$ cat config.mk
export PLATFORM = sky130hd
export DESIGN_NAME = mdu_iter
export DESIGN_NICKNAME = d
export VERILOG_FILES = /design/src/rtl/mdu_iter.sv
export SDC_FILE = /design/constraint.sdc
export NUM_CORES = 2
export LEC_CHECK = 0
export BUFFER_PORTS_ARGS = -buffer_cell sky130_fd_sc_hd__buf_4
export CAP_MARGIN = 5
export CORE_UTILIZATION = 50
export CTS_BUF_LIST = sky130_fd_sc_hd__clkbuf_8 sky130_fd_sc_hd__clkbuf_16
export DETAILED_ROUTE_END_ITERATION = 10
export PLACE_DENSITY = 0.75
export RECOVER_POWER = 100
export SLEW_MARGIN = 15
export SYNTH_ARGS = -nofsm -noshare
export SYNTH_HDL_FRONTEND = slang
export SYNTH_SLANG_ARGS = --single-unit
$ cat constraint.sdc
create_clock -name clk -period 5.64 [get_ports clk]
set_input_delay 1.128 -clock clk [delete_from_list [all_inputs] [get_ports clk]]
set_output_delay 1.128 -clock clk [all_outputs]
set_load 0.01 [all_outputs]
$ cat src/rtl/mdu_iter.sv
// Multiply/divide unit owning HI/LO: multiplies complete after MUL_LAT busy cycles,
// divides after WIDTH restoring steps plus a sign-fix cycle; req cancels in-flight work.
module mdu_iter #(
    parameter int WIDTH   = 32,
    parameter int MUL_LAT = 5
) (
    input  logic             clk,
    input  logic             reset,
    input  logic [WIDTH-1:0] rs,
    input  logic [WIDTH-1:0] rt,
    input  logic [3:0]       op,
    input  logic             req,
    output logic             start_o,
    output logic             busy_o,
    output logic [WIDTH-1:0] out
);

    localparam int CW = $clog2(WIDTH + 16);

    typedef enum logic [1:0] {S_IDLE, S_MUL, S_DIV} state_t;

    state_t             r_state;
    state_t             w_next;
    logic [WIDTH-1:0]   r_hi;
    logic [WIDTH-1:0]   r_lo;
    logic [CW-1:0]      r_cnt;
    logic [2*WIDTH-1:0] r_pend;
    logic [WIDTH-1:0]   r_rem;
    logic [WIDTH-1:0]   r_quo;
    logic [WIDTH-1:0]   r_dvsr;
    logic               r_qneg;
    logic               r_rneg;
    logic               r_div0;

    logic               w_is_mul;
    logic               w_is_div;
    logic               w_signed;
    logic               w_acc;
    logic               w_sub;
    logic               w_accept;
    logic [2*WIDTH-1:0] w_a_ext;
    logic [2*WIDTH-1:0] w_b_ext;
    logic [2*WIDTH-1:0] w_prod;
    logic [2*WIDTH-1:0] w_hilo;
    logic [2*WIDTH-1:0] w_mul_res;
    logic               w_rs_neg;
    logic               w_rt_neg;
    logic [WIDTH-1:0]   w_rs_mag;
    logic [WIDTH-1:0]   w_rt_mag;
    logic               w_div0;
    logic [WIDTH:0]     w_shift;
    logic [WIDTH:0]     w_diff;
    logic               w_mul_done;
    logic               w_div_done;

    always_comb begin
        w_is_mul = 1'b0;
        w_is_div = 1'b0;
        w_signed = 1'b0;
        w_acc    = 1'b0;
        w_sub    = 1'b0;
        case (op)
            4'd1:  begin w_is_mul = 1'b1; w_signed = 1'b1; end
            4'd2:  w_is_mul = 1'b1;
            4'd3:  begin w_is_div = 1'b1; w_signed = 1'b1; end
            4'd4:  w_is_div = 1'b1;
            4'd9:  begin w_is_mul = 1'b1; w_signed = 1'b1; w_acc = 1'b1; end
            4'd10: begin w_is_mul = 1'b1; w_acc = 1'b1; end
            4'd11: begin w_is_mul = 1'b1; w_signed = 1'b1; w_acc = 1'b1; w_sub = 1'b1; end
            4'd12: begin w_is_mul = 1'b1; w_acc = 1'b1; w_sub = 1'b1; end
            default: ;
        endcase
    end

    assign w_accept = (r_state == S_IDLE) && !req;
    assign start_o  = w_accept && (w_is_mul || w_is_div);
    assign busy_o   = (r_state != S_IDLE);

    // Sign-extending to 2*WIDTH lets one truncated multiply serve both signednesses.
    assign w_a_ext   = w_signed ? {{WIDTH{rs[WIDTH-1]}}, rs} : {{WIDTH{1'b0}}, rs};
    assign w_b_ext   = w_signed ? {{WIDTH{rt[WIDTH-1]}}, rt} : {{WIDTH{1'b0}}, rt};
    assign w_prod    = w_a_ext * w_b_ext;
    assign w_hilo    = {r_hi, r_lo};
    assign w_mul_res = !w_acc ? w_prod : (w_sub ? w_hilo - w_prod : w_hilo + w_prod);

    assign w_rs_neg = w_signed && rs[WIDTH-1];
    assign w_rt_neg = w_signed && rt[WIDTH-1];
    assign w_rs_mag = w_rs_neg ? -rs : rs;
    assign w_rt_mag = w_rt_neg ? -rt : rt;
    assign w_div0   = (rt == '0);

    assign w_shift = {r_rem, r_quo[WIDTH-1]};
    assign w_diff  = w_shift - {1'b0, r_dvsr};

    assign w_mul_done = (r_state == S_MUL) && !req && (r_cnt == CW'(1));
    assign w_div_done = (r_state == S_DIV) && !req && (r_cnt == '0) && !r_div0;

    always_ff @(posedge clk or negedge reset) begin
        if (!reset) r_state <= S_IDLE;
        else        r_state <= w_next;
    end

    always_comb begin
        w_next = r_state;
        case (r_state)
            S_IDLE: if (start_o) w_next = w_is_mul ? S_MUL : S_DIV;
            S_MUL:  if (req || r_cnt == CW'(1)) w_next = S_IDLE;
            S_DIV:  if (req || r_cnt == '0) w_next = S_IDLE;
            default: w_next = S_IDLE;
        endcase
    end

    always_ff @(posedge clk or negedge reset) begin
        if (!reset) begin
            r_hi   <= '0;
            r_lo   <= '0;
            r_cnt  <= '0;
            r_pend <= '0;
            r_rem  <= '0;
            r_quo  <= '0;
            r_dvsr <= '0;
            r_qneg <= 1'b0;
            r_rneg <= 1'b0;
            r_div0 <= 1'b0;
        end else begin
            case (r_state)
                S_IDLE: begin
                    if (w_accept && op == 4'd7) r_hi <= rs;
                    if (w_accept && op == 4'd8) r_lo <= rs;
                    if (start_o && w_is_mul) begin
                        r_pend <= w_mul_res;
                        r_cnt  <= CW'(MUL_LAT);
                    end
                    if (start_o && w_is_div) begin
                        r_cnt  <= w_div0 ? '0 : CW'(WIDTH);
                        r_rem  <= '0;
                        r_quo  <= w_rs_mag;
                        r_dvsr <= w_rt_mag;
                        r_qneg <= w_rs_neg ^ w_rt_neg;
                        r_rneg <= w_rs_neg;
                        r_div0 <= w_div0;
                    end
                end
                S_MUL: begin
                    if (w_mul_done)  {r_hi, r_lo} <= r_pend;
                    else if (!req)   r_cnt <= r_cnt - CW'(1);
                end
                S_DIV: begin
                    // Restoring step: one quotient bit per cycle, remainder kept below the divisor.
                    if (!req && r_cnt != '0) begin
                        r_cnt <= r_cnt - CW'(1);
                        if (!w_diff[WIDTH]) begin
                            r_rem <= w_diff[WIDTH-1:0];
                            r_quo <= {r_quo[WIDTH-2:0], 1'b1};
                        end else begin
                            r_rem <= w_shift[WIDTH-1:0];
                            r_quo <= {r_quo[WIDTH-2:0], 1'b0};
                        end
                    end
                    if (w_div_done) begin
                        r_lo <= r_qneg ? -r_quo : r_quo;
                        r_hi <= r_rneg ? -r_rem : r_rem;
                    end
                end
                default: ;
            endcase
        end
    end

    always_comb begin
        out = '0;
        if (op == 4'd5)      out = r_hi;
        else if (op == 4'd6) out = r_lo;
    end

endmodule

After elaboration in Yosys (flattened, before gate mapping) --
Cells that the tools add are included.
Cells by class: add/sub/neg operators 8, mux-type cells 43, reductions and logical operators 38, $mul 1, bitwise operators 1, equality and inequality tests 27
Operators by type and width (number):
- two-way mux 32 bit | 17
- two-way mux 64 bit | 4
- case mux 32 bit (3 select lines) | 2
- negator 32 bit | 4
- case mux 32 bit (2 select lines) | 2
- adder 64 bit | 1
- multiplier 64 x 64 -> 64 bit | 1
- subtractor 64 bit | 1
- two-way mux 6 bit | 6
- subtractor 33 x 32 -> 33 bit | 1
- zero test 32 bit | 1
- equality test 4 bit, second input constant | 5
- case mux 6 bit (3 select lines) | 1
- equality test 4 x 3 -> 1 bit, second input constant | 4
- logical AND 1 bit | 14
- inequality test 2 x 1 -> 1 bit, second input constant | 6
- inequality test 2 bit, second input constant | 5
- equality test 4 x 2 -> 1 bit, second input constant | 2
- two-way mux 2 bit | 4
- AND reduction 4 bit | 2
- OR reduction 4 bit | 2
- equality test 6 x 1 -> 1 bit, second input constant | 1
- zero test 6 bit | 1
- two-way mux 1 bit | 6
- 18 further kinds | 25
Word-level totals: output and inout bits 34, input bits 71, bits in registers 235

Longest topological paths before layout --
depth in word-level cells 9, mapped depth 53

Worst setup path after synthesis --
OpenSTA, ideal clock, no wires.
path kind input -> register, start point input rs[31], end point register r_pend[62], data required time 5.558 ns, setup slack -7.792 ns, data arrival time 13.350 ns, path buffers 5, cell stages on the path 46, cells stage by stage clkbuf_1 > and2_1 > clkbuf_1 > clkbuf_1 > buf_1 > nand2_1 > fa_1 > inv_1 > fa_1 > fa_1 > fa_1 > inv_1 > fa_1 > inv_1 > fa_1 > fa_1 > fa_1 > inv_1 > [... 10 more ...] > or4_1 > or4b_4 > o21ai_0 > xor2_1 > ha_1 > a21o_1 > a21o_1 > a21o_1 > a21o_1 > a221o_1 > a41oi_1 > o31ai_1 > a311oi_1 > o21ai_0 > nand3_1 > nand2_1 > mux2_2 > a31oi_1
On the way: longest elaborated chain between the ends 5, elaborated cells on any way between the ends 6, those cells by class 2 x add/sub; 1 x mul; 3 x mux
Ends and longest elaborated chain:
- start: declaration | RTL line 9 | input logic [WIDTH-1:0] rs,
- two-way mux 64 bit (*) | RTL line 80 | assign w_a_ext = w_signed ? {{WIDTH{rs[WIDTH-1]}}, rs} : {{WIDTH{1'b0}}, rs};
- multiplier 64 x 64 -> 64 bit (*) | RTL line 82 | assign w_prod = w_a_ext * w_b_ext;
- adder 64 bit or subtractor 64 bit (tied branches) | RTL line 84 | assign w_mul_res = !w_acc ? w_prod : (w_sub ? w_hilo - w_prod : w_hilo + w_prod);
- two-way mux 64 bit | RTL line 84
- two-way mux 64 bit (*) | RTL line 84
- end signal: assignment | RTL line 131 | r_pend <= w_mul_res;
- end: declaration | RTL line 27 | logic [2*WIDTH-1:0] r_pend;
Mark *: on every way between the ends. The rest lies on a longest branch, timed or not. A chain may end at the register's enable or synchronous reset.

Final worst setup path --
start point input op[2], end point register r_pend[62]
On the way: longest elaborated chain between the ends 8, elaborated cells on any way between the ends 29, those cells by class 2 x add/sub; 1 x mul; 8 x eq/ne; 9 x mux; 9 x reduce/logical
Ends and longest elaborated chain:
- start: declaration | RTL line 11 | input logic [3:0] op,
- equality test 4 bit (tied with other cells) | RTL line 62 | case (op)
- OR reduction 4 bit (no line)
- two-way mux 1 bit | RTL line 62
- two-way mux 64 bit (on tied branches) | RTL line 80, 81
- multiplier 64 x 64 -> 64 bit | RTL line 82
- adder 64 bit or subtractor 64 bit (tied branches) | RTL line 84
- two-way mux 64 bit (2 in series) | RTL line 84
Several ways; a longest one is shown, not always the timed one.

==> results.cfg <==
[status]
status = complete, but fails checks
violations = max-capacitance violations, max-slew violations, negative setup slack

[timing]
grt_setup_unrepaired = true
setup_slack_ps = -6240
final_hold_viol_count = 0
slew_violations = 299
slew_headroom_pct = -243
timing.final.setup_violations = 58
timing.final.crit_period_ps = 11880
upper_clock_frequency_limit_mhz = 84.2
fin_crit_sh_pct = 211
fin_worst_skew_ps = 22.9
worstMarginPinSlew_ps = 5150

[logic_synthesis]
post_synth_inst_count = 7887
netlist.area_leader.share_pct = 41.9
yosys.area_share.xor_xnor_pct = 4.80
post_synth_and_or_nand_nor_area_fraction_pct = 14.8
ys_types = 86
postSynthAreaPerCell_um2 = 8.63
yosys_register_bits = 235
synth_adder_area_share_pct = 49.5
yosys.area.top_type = fa_1
post_synth_main_area_contributors = fa_1, inv_1, dfrtp_1, ha_1, nand2_1
post_synth_arst_share_pct = 100
synth_edf_count = 0
mappedNetlistNets = 9793
synth_compound_area_share_pct = 10.2
synth_flop_cell = dfrtp_1
post_synth_instance_area_mm2 = 0.0681
synth.yosys.warnings = 0
synth.yosys.seq_area_share_pct = 8.64
synthMuxAreaShare_pct = 0.605
main_combinational_cell_family_by_area_after_synthesis = adder cells

[clocking]
clk_latency_ps = 570
numCtsBuffers = 25
worst_setup_hold_path_clk_slew_ps = 70
cts_num_sinks = 235
cts_buffer_depth = 3
tritoncts = built
h-tree-depth = 1
root_cell_of_the_clock_tree = clkbuf_16

[global_route]
grt_remaining_overflow = 0
global_route.usage.total_pct = 35.3
pin_count_of_the_biggest_net_entering_global_routing = 100
grt_first_pass_wirelength_um = 367000
antenna_violations_before_repair = 10
grt_pass1_vias = 62400

[placed_design]
routabilityCongestion = 1.01
hpwlAfterDp_um = 202000
postPlaceCellArea_mm2 = 0.0792
portBuffers = 104
dpl_worst_slack_ps = -7490

[floorplan]
die_w_um = 371
initial_core_utilization_pct = 50.3
pin_count = 105
die_height_um = 371
die_area_mm2 = 0.138
coreArea_mm2 = 0.135
rows = 135

[worst_setup_path]
crit_path_end_kind = flop
timing.critical_path.fanout_max = 5
worst_setup_path_type = in2reg
critPathArrivalTime_ps = 12360
crit_path_top_delay_cell = or4b_4
cp_slowest_stage_delay_ps = 600
critPathLaunchType = input port
critical_path.most_common_cell = fa_1
timing.critical_path.required_ps = 6130

[route]
drt_drc_violations_left = 0
wl_per_cell_um = 22.6
firstDrtPassIters = 6
antenna_violating_nets_post_route = 0
detail_route.wirelength_um = 240000
dr.first_iter.drc_count = 5548
num_vias = 59200
route.detailed.vias_per_inst = 5.56

[flow_run]
max-cap-violations = 4

[finish]
final_area_mm2 = 0.0839
layout.cells.most_common = inv_1
share_of_final_layout_standard_cells_stronger_than_drive_strength_1_pct = 21.5
fin_nets = 10700
areaGrowthSynthToFinish_pct = 23.2
final_cell_mix = inv_1, fa_1, nand2_1

[hold_path]
hold_path_class = reg2reg
-- path summary, 6_finish.rpt --
check / end / cells past startpoint / slack (ps) / from
setup / recovery: r_pend[62] / 43 / -6240 / op[2]
hold / removal: r_dvsr[22] / 2 / 480 / r_dvsr[22]
setup reg to reg: r_rem[6] / 19 / 700 / r_quo[31]
hold reg to reg: r_dvsr[22] / 2 / 480 / r_dvsr[22]
max in group asynchronous: r_lo[23] / 1 / 300 / reset
min in group asynchronous: r_pend[6] / 1 / 2440 / reset
-- final cells by class --
cell class | instances | area, um2
multi-input cells | 5583 | 57400
fillers | 11200 | 51400
repair buffers | 1349 | 11300
inverters | 1642 | 6170
flip-flops and latches | 235 | 5880
well taps | 1781 | 2230
clock buffers | 31 | 708
clock inverters | 15 | 139
diodes | 4 | 10.0
-- synth_stat cells (6+ instances only) --
library cell	count
nand2b_1	35
nand3_1	41
or4_1	19
o21a_1	24
clkbuf_1	355
o21bai_1	25
fa_1	1426
nand4_1	31
nor2_1	267
a211oi_1	21
o211ai_1	23
buf_1	71
and3_1	42
a2111oi_0	7
o31ai_1	103
a21o_1	94
a21oi_1	367
nor3_1	42
nand3b_1	7
xnor2_1	239
or2_2	9
dfrtp_1	235
o41ai_1	20
mux2i_1	40
a31o_2	10
xor2_1	129
a22o_1	36
a21boi_0	7
nor2b_1	31
a221o_1	8
nand2_1	1243
nor3b_1	6
nor4_1	16
ha_1	409
a31oi_1	28
and2_1	353
o21ai_0	299
or3_1	37
inv_1	1641
-- registers in the layout, summed over array words and instances (netlist names) --
name,cells
r_dvsr,32
r_state,2
r_div0,1
r_hi,32
r_cnt,6
r_rneg,1
r_pend,64
r_lo,32
r_qneg,1
r_rem,32
r_quo,32
-- metrics by stage --
stage                     TNS (ps)  util (%)  std cells  hold WS, ps
final                      -284130      62.0      10600          482
after global routing       -384590      62.0      10600          506
after CTS                  -277100      60.9      10600          485
after detailed placement   -329310      58.6      10500          471
after global placement     -325910      58.6      10500          462
after floorplan            -273330         -       7887          449
-- kinds of logic (layout without fill, tap and decap cells) --
group                      count (synthesis)  after routing
and+or+nand+nor                         2208           2208
adders and majority gates               1837           1837
AOI/OAI and AO/OA                       1127           1127
xor gates and xnor gates                 370            370
DFF                                      235            235
other                                      0              4
buffers and inverters                   2069           3037
muxes                                     41             41
-- worst max-delay path: cells and delay by family --
kind                     cells  cell delay, ps
adder cells (fa/ha/maj)     12            5600
AO/OA/AOI/OAI               12            2320
AND/OR/NAND/NOR             10            2310
buffers and inverters        6             360
XOR/XNOR                     2             320
multiplexers                 1             290
-- what timing repair did --
action	in CTS	in global routing
endpoints found under the setup margin	59	59
setup buffers	99	40
cloned	0	0
pin swaps	204	129
hold buffers	0	0
gates resized for setup	412	262
-- per-layer routing --
metal / part of all wire (%) / vias up / GRT usage (%) / wire length [um]
met4: 6.9 / 8 / 20.2 / 16600
met2: 45 / 2644 / 56.0 / 109000
met3: 8.7 / 611 / 6.23 / 21000
met5: 0.020 / - / 0 / 48
met1: 39 / 30000 / 45.6 / 93700
li1: - / 26000 / - / -
Power is left out: the tool's default activity adds up to more than one toggle a clock period on the data nets, which glitch-free logic cannot reach.
